===== src/rtl/decode_queue.sv =====
`default_nettype none
// ============================================================================
//  Module      : decode_queue
//  Description : Instruction buffer FIFO with combinational decode of head.
//  Revision    : 1.0 - initial release
// ============================================================================
module decode_queue #(
    parameter int DEPTH = 4,
    parameter int CNT_W = $clog2(DEPTH) + 1
) (
    input  logic             clk,
    input  logic             rst,
    input  logic             in_valid,
    output logic             in_ready,
    input  logic [31:0]      in_instr,
    input  logic [31:0]      in_pc,
    input  logic             flush,
    output logic             out_valid,
    input  logic             out_ready,
    output logic [31:0]      out_pc,
    output logic [6:0]       opcode,
    output logic [2:0]       funct3,
    output logic [6:0]       funct7,
    output logic [5:0]       rs1_addr,
    output logic [5:0]       rs2_addr,
    output logic [5:0]       rd_addr,
    output logic [31:0]      imm,
    output logic             illegal,
    output logic [CNT_W-1:0] count
);

    localparam int PTR_W = $clog2(DEPTH);
    localparam logic [CNT_W-1:0] c_depth = CNT_W'(DEPTH);

    localparam logic [6:0] c_op_rtype  = 7'b0110011;
    localparam logic [6:0] c_op_itype  = 7'b0010011;
    localparam logic [6:0] c_op_load   = 7'b0000011;
    localparam logic [6:0] c_op_store  = 7'b0100011;
    localparam logic [6:0] c_op_branch = 7'b1100011;
    localparam logic [6:0] c_op_jalr   = 7'b1100111;
    localparam logic [6:0] c_op_jal    = 7'b1101111;
    localparam logic [6:0] c_op_auipc  = 7'b0010111;
    localparam logic [6:0] c_op_lui    = 7'b0110111;
    localparam logic [6:0] c_op_flw    = 7'b0000111;
    localparam logic [6:0] c_op_fsw    = 7'b0100111;
    localparam logic [6:0] c_op_falu   = 7'b1010011;
    localparam logic [6:0] c_op_csr    = 7'b1110011;

    logic [31:0]      r_instr_mem [DEPTH];
    logic [31:0]      r_pc_mem    [DEPTH];
    logic [PTR_W-1:0] r_wr_ptr;
    logic [PTR_W-1:0] r_rd_ptr;
    logic [CNT_W-1:0] r_count;

    logic        w_push;
    logic        w_pop;
    logic        w_out_valid;
    logic [31:0] w_instr;
    logic [6:0]  w_op;
    logic [6:0]  w_f7;
    logic [31:0] w_imm;
    logic        w_illegal;
    logic        w_rs1_fp;
    logic        w_rs2_fp;
    logic        w_rd_fp;
    logic [5:0]  w_rs1;
    logic [5:0]  w_rs2;
    logic [5:0]  w_rd;

    assign in_ready    = (r_count < c_depth);
    assign w_out_valid = (r_count != '0);
    assign w_push      = in_valid && in_ready && !flush;
    assign w_pop       = w_out_valid && out_ready && !flush;

    always_ff @(posedge clk or posedge rst) begin
        if (rst) begin
            r_count  <= '0;
            r_wr_ptr <= '0;
            r_rd_ptr <= '0;
        end else if (flush) begin
            r_count  <= '0;
            r_wr_ptr <= '0;
            r_rd_ptr <= '0;
        end else begin
            if (w_push) r_wr_ptr <= r_wr_ptr + PTR_W'(1);
            if (w_pop)  r_rd_ptr <= r_rd_ptr + PTR_W'(1);
            if (w_push && !w_pop)      r_count <= r_count + CNT_W'(1);
            else if (w_pop && !w_push) r_count <= r_count - CNT_W'(1);
        end
    end

    // Storage carries no reset; validity is tracked solely by r_count.
    always_ff @(posedge clk) begin
        if (w_push) begin
            r_instr_mem[r_wr_ptr] <= in_instr;
            r_pc_mem[r_wr_ptr]    <= in_pc;
        end
    end

    assign w_instr = r_instr_mem[r_rd_ptr];
    assign w_op    = w_instr[6:0];
    assign w_f7    = w_instr[31:25];

    always_comb begin
        w_imm     = '0;
        w_illegal = 1'b0;
        case (w_op)
            c_op_itype, c_op_load, c_op_flw, c_op_jalr:
                w_imm = {{20{w_instr[31]}}, w_instr[31:20]};
            c_op_store, c_op_fsw:
                w_imm = {{20{w_instr[31]}}, w_instr[31:25], w_instr[11:7]};
            c_op_branch:
                w_imm = {{20{w_instr[31]}}, w_instr[7], w_instr[30:25], w_instr[11:8], 1'b0};
            c_op_auipc, c_op_lui:
                w_imm = {w_instr[31:12], 12'b0};
            c_op_jal:
                w_imm = {{12{w_instr[31]}}, w_instr[19:12], w_instr[20], w_instr[30:21], 1'b0};
            c_op_rtype, c_op_falu, c_op_csr:
                w_imm = '0;
            default:
                w_illegal = 1'b1;
        endcase
    end

    // Integer-side FP ops (moves, converts, compares) keep one operand in the int file.
    assign w_rs1_fp = (w_op == c_op_falu) && (w_f7 != 7'b1111000) && (w_f7 != 7'b1101000);
    assign w_rs2_fp = (w_op == c_op_fsw) || (w_op == c_op_falu);
    assign w_rd_fp  = (w_op == c_op_flw) ||
                      ((w_op == c_op_falu) && (w_f7 != 7'b1110000) &&
                       (w_f7 != 7'b1100000) && (w_f7 != 7'b1010000));

    assign w_rd  = ((w_op == c_op_store) || (w_op == c_op_fsw) || (w_op == c_op_branch))
                   ? 6'd0 : {w_rd_fp, w_instr[11:7]};
    assign w_rs1 = ((w_op == c_op_lui) || (w_op == c_op_auipc) || (w_op == c_op_jal))
                   ? 6'd0 : {w_rs1_fp, w_instr[19:15]};
    assign w_rs2 = ((w_op == c_op_rtype) || (w_op == c_op_store) || (w_op == c_op_fsw) ||
                    (w_op == c_op_branch) || (w_op == c_op_falu))
                   ? {w_rs2_fp, w_instr[24:20]} : 6'd0;

    assign out_valid = w_out_valid;
    assign count     = r_count;
    assign out_pc    = w_out_valid ? r_pc_mem[r_rd_ptr] : 32'd0;
    assign opcode    = w_out_valid ? w_op : 7'd0;
    assign funct3    = w_out_valid ? w_instr[14:12] : 3'd0;
    assign funct7    = w_out_valid ? w_f7 : 7'd0;
    assign rs1_addr  = w_out_valid ? w_rs1 : 6'd0;
    assign rs2_addr  = w_out_valid ? w_rs2 : 6'd0;
    assign rd_addr   = w_out_valid ? w_rd : 6'd0;
    assign imm       = w_out_valid ? w_imm : 32'd0;
    assign illegal   = w_out_valid && w_illegal;

endmodule
`default_nettype wire


===== config.mk =====
export PLATFORM = sky130hd
export DESIGN_NAME = decode_queue
export DESIGN_NICKNAME = d
export VERILOG_FILES = /design/src/rtl/decode_queue.sv
export SDC_FILE = /design/constraint.sdc
export NUM_CORES = 1
export LEC_CHECK = 0
export BUFFER_PORTS_ARGS = -buffer_cell sky130_fd_sc_hd__buf_4
export CAP_MARGIN = 20
export CORE_ASPECT_RATIO = 0.5
export CORE_MARGIN = 2
export CORE_UTILIZATION = 50
export DETAILED_ROUTE_END_ITERATION = 16
export GPL_TIMING_DRIVEN = 0
export PLACE_DENSITY = 0.71
export SLEW_MARGIN = 0
export SYNTH_ARGS = -nofsm -noshare
export SYNTH_HDL_FRONTEND = slang
export SYNTH_SLANG_ARGS = --single-unit

===== constraint.sdc =====
create_clock -name clk -period 3.9 [get_ports clk]
set_input_delay 0.195 -clock clk [delete_from_list [all_inputs] [get_ports clk]]
set_output_delay 0.195 -clock clk [all_outputs]
set_load 0.05 [all_outputs]

Word-level counts from Yosys, hierarchy flattened
Memory sizes are Yosys's and may differ from the RTL's. Cells that the tools add are included.

Memory bits (writable): 256. Memories kept: 2. Input port bits: 69. Word-level logic and storage cells: 83. Bits in registers: 7. Output and inout port bits: 105.

Reductions and logical operators: 33. Add/sub/neg operators: 4. Eq/ne operators: 18. Mux-type cells: 22. $lt $le $gt $ge: 1.

Memory list: r_instr_mem (depth 4, bits a word 32, rd ports 1, clocked after memory_dff 0, write ports 1, line 49) `logic [31:0] r_instr_mem [DEPTH];`; r_pc_mem (depth 4, bits a word 32, rd ports 1, clocked after memory_dff 0, write ports 1, line 50) `logic [31:0] r_pc_mem [DEPTH];`.

Operator list (number): case mux 32 bit (5 select lines) (1); two-way mux 32 bit (2); two-way mux 6 bit (6); equality test 7 bit, second input constant (5); != test 7 bit, second input constant (5); equality test 7 x 6 -> 1 bit, second input constant (4); equality test 7 x 5 -> 1 bit, second input constant (2); two-way mux 7 bit (2); OR reduction 13 bit (1); logical AND 1 bit (12); two-way mux 3 bit (4); logical OR 1 bit (10); two-way mux 2 bit (4); equality test 7 x 2 -> 1 bit, second input constant (1); equality test 7 x 3 -> 1 bit, second input constant (1); nonzero test 3 bit (2); adder 2 x 1 -> 2 bit, second input constant (2); nonzero test 2 bit (2); OR reduction 2 bit (2); OR reduction 4 bit (1); adder 3 x 1 -> 3 bit, second input constant (1); zero test 1 bit (3); less-than comparator 3 bit, second input constant (1); two-way mux 1 bit (3); subtractor 3 x 1 -> 3 bit, second input constant (1).

Depth between registers and ports, before layout
Depth in word-level cells: 8. Mapped depth: 8. Mapped depth without buffers: 7.

Worst setup path after synthesis
OpenSTA, ideal clock, no wires.

Path kind: flip-flop to output port. From: reg r_rd_ptr[0]. To: out imm[12]. Arrival time: 3.125 ns. Slack: 0.580 ns. Data required time: 3.705 ns. Buffers on the path: 4. Stages on the path, launching flop included: 8. Path through: dfrtp_1 -> buf_6 -> buf_8 -> buf_4 -> buf_1 -> o21ai_0 -> or2_2 -> o41ai_1.

Longest elaborated chain between the ends: 5. Elaborated cells between the ends (all ways): 16. Classes of those cells: eq/ne: 10; mux: 2; reduce/logical: 3; memory: 1.

RTL lines: start, declared (line 52) `logic [PTR_W-1:0] r_rd_ptr;`; start signal, assigned (line 86) `if (w_pop) r_rd_ptr <= r_rd_ptr + PTR_W'(1);`; memory (4 x 32 bit) (*); equality test 7 x 3 -> 1 bit (tied with other cells) (line 107) `case (w_op)`; OR reduction 4 bit / OR reduction 2 bit (equally long branches); case mux 32 bit (5 select lines) (*) (line 107); two-way mux 32 bit (*) (line 149) `assign imm = w_out_valid ? w_imm : 32'd0;`; end, declared (line 27) `output logic [31:0] imm,`.

Mark *: on every way between the ends. The rest lies on a longest branch, timed or not.

Worst setup path in the final report
From: reg r_rd_ptr[0]. To: out imm[19].

The elaborated chain is that of the path after synthesis.

==> impl_metrics.tcl <==
set metrics [dict create \
    powerDensity_nw_per_um2 707 \
    cts_inserted_buffers 23 \
    synth_top_family_by_area "multiplexers" \
    dieWidth_um 213 \
    holdPathStages 2 \
    n_antenna_cell 0 \
    synth_xor_area_frac 0.00559 \
    die-area_um2 23200 \
    cp_data_required_time_ns 3.70 \
    start_util 0.508 \
    hold_violations 0 \
    min_period_ns 3.42 \
    drv_cap 0 \
    multi_input_area_um2 2860 \
    wl_per_cell_um 20.1 \
    die-height_um 109 \
    grt_pass1_wl_mm 35.8 \
    arrival_ns 3.22 \
    worstSetupPathType "register to output port" \
    ys.flop_type "edfxtp_1" \
    ir_worst_vdd_mv 0.450 \
    syn-cell-area_um2 11000 \
    crit_path_end_kind "output port" \
    vias_per_cell 5.44 \
    worstSetupStartpointType "register" \
    grt_usage 0.205 \
    rsz0062_at_grt "false" \
    drc 0 \
    drive_gt1_frac 0.353 \
    timing.fmax_mhz 293 \
    ys_seq_area_frac 0.717 \
    netlist_top_cells_count "edfxtp_1, and2_1, mux4_2" \
    vias 6392 \
    fin_crit_sh 0.877 \
    place.gp.congestion 0.895 \
    stdcell_count 1175 \
    row_count 38 \
    synthMuxAreaShare 0.137 \
    ys_seq_elements 263 \
    clk_latency_ns 0.51 \
    cts_resized 0 \
    yosysTopAreaCell "edfxtp_1" \
    finalPower_mw 10.0 \
    synth_top_area_share 0.701 \
    cts_root_buffer "clkbuf_16" \
    initialDrtViolationCount 456 \
    setup_violations 0 \
    synth_edf_count 256 \
    outcome "complete, no violations" \
    ys_top_cells_by_area "edfxtp_1, mux4_2, and2_1" \
    area_delta_synth_final_pct 29.3 \
    path_clk_slew_ns 0.06 \
    antenna_left 0 \
    regArea_um2 7860 \
    htree_num_levels 1 \
    synth_nets 665 \
    portBuffers 172 \
    cellLeakagePower_nw 5.07 \
    hp-start "flush" \
    synth_compound_area_frac 0.0354 \
    clock-sinks 263 \
    synth_cells 591 \
    synth_adder_area_share 0.00731 \
    tightest_slew_ns 0.785 \
    syn_avg_cell_area_um2 18.5 \
    synthSimpleGateAreaFrac 0.0752 \
    slew_headroom 0.473 \
    cts_tree "done" \
    rr_startpoint "count[2]" \
    antenna_found_initial 0 \
    path_max_fanout 10 \
    hpwl_mm 15.0 \
    nets 933 \
    fin_worst_skew_ns 0.0101 \
    post-place-cells 1068 \
    core-area_um2 21600 \
    grt_max_degree 57 \
    slew_violations 0 \
    routed_wl_mm 23.6 \
    hold_path_class "input port to register" \
    clockBufferDepth 3 \
    fillers 1546 \
    grt_overflow 0 \
    grt_pass1_vias 6482 \
    synthArstFlopShare 0.0266 \
    synth.most_common_cell "edfxtp_1" \
    io_pins 174 \
    worstRegToRegCells 5 \
    ys_warn_count 0 \
    drtPass1Iterations 5 \
    critPathLaunch "r_rd_ptr[0]" \
    yosysUniqueCellTypes 58 \
]
## final cells by class
type,count,share of cell area
inverter,13,0.00344
clock buffer,32,0.0444
sequential,263,0.555
timing repair buffer,243,0.146
clock inverter,9,0.00874
buffer,31,0.0139
tap,300,0.0265
multi-input combinational,284,0.202
## state kept, by name, summed over array words and instances, names as in the netlist
name         flops
count            3
r_instr_mem    128
r_pc_mem       128
r_rd_ptr         2
r_wr_ptr         2
## power breakdown
group	switching [mW]	internal [mW]	total, mW
Sequential	0.0550	3.30	3.36
Combinational	2.87	1.51	4.37
Clock	0.965	1.33	2.29
## stage by stage
step | util | setup TNS (ns) | hold slack, ns | setup slack [ns] | area, um2
after floorplan | - | 0 | -0.00160 | 0.580 | 11000
after global placement | 0.585 | -132.48 | 0.150 | -0.544 | 12600
after detailed placement | 0.591 | 0 | 0.153 | 1.02 | 12800
after CTS | 0.656 | 0 | 0.0299 | 0.469 | 14200
after global routing | 0.656 | 0 | 0.0545 | 0.352 | 14200
final | 0.656 | 0 | 0.0386 | 0.481 | 14200
## kinds of logic after synthesis
logic type	count (synthesis)
mux	71
compound gates	52
buf+inv	44
fa+ha+maj	6
xor+xnor	7
simple gates	148
flops	263
## critical path, cell delays in order, from the launching register on
cell and delay, ns:
dfrtp_1 0.34, buf_6 0.16, mux4_1 0.61, buf_4 0.22, nor2_1 0.09, a21oi_1 0.20
nor3_1 0.66, a21o_1 0.23, buf_4 0.20
## worst paths after layout
check                                  end  slack (ns)
setup / recovery                   imm[19]        0.48
hold reg to reg                r_wr_ptr[0]        0.61
min in group asynchronous         count[0]        0.20
setup reg to reg           r_pc_mem[0][11]        1.57
hold / removal                 r_rd_ptr[1]        0.04
max in group asynchronous      r_rd_ptr[1]        3.48
## routing by layer
metal | up-vias | global-route usage | share of wire
met5 | - | 0 | 0
met4 | 0 | 0.0407 | 0.014
met3 | 30 | 0.0302 | 0.053
met2 | 202 | 0.349 | 0.50
met1 | 3290 | 0.288 | 0.43
li1 | 2870 | - | -
## repair_timing
| action | 4_1_cts | 5_1_grt |
|---|---|---|
| buffers inserted | 0 | 0 |
| hold buffers | 66 | 0 |
| hold endpoints to repair | 264 | 0 |
## cell usage in the layout, fill, tap and decap left out, types with 3 or more instances in the layout
cell / Yosys / routed
and2_1: 62 / 58
or2_2: 4 / 4
clkbuf_1: 6 / 13
ha_1: 4 / 4
o21ai_0: 3 / 3
xnor2_1: 4 / 4
mux4_2: 56 / 56
a22oi_1: 4 / 4
mux4_1: 5 / 5
a21oi_1: 18 / 18
xor2_1: 3 / 3
o41ai_1: 3 / 3
bufinv_16: 0 / 3
clkbuf_16: 0 / 23
nand2_1: 24 / 24
mux2_2: 4 / 4
buf_6: 5 / 5
dfrtp_1: 7 / 7
a21o_1: 5 / 5
dlygate4sd3_1: 0 / 66
buf_16: 0 / 4
mux2i_1: 6 / 6
inv_1: 13 / 13
buf_4: 4 / 177
nor2_1: 27 / 27
nand3_1: 6 / 6
edfxtp_1: 256 / 256
nor3_1: 5 / 5
buf_2: 13 / 13
and2_4: 0 / 4
and3_1: 7 / 7
Note: power is estimated with default switching activity, not from simulation.
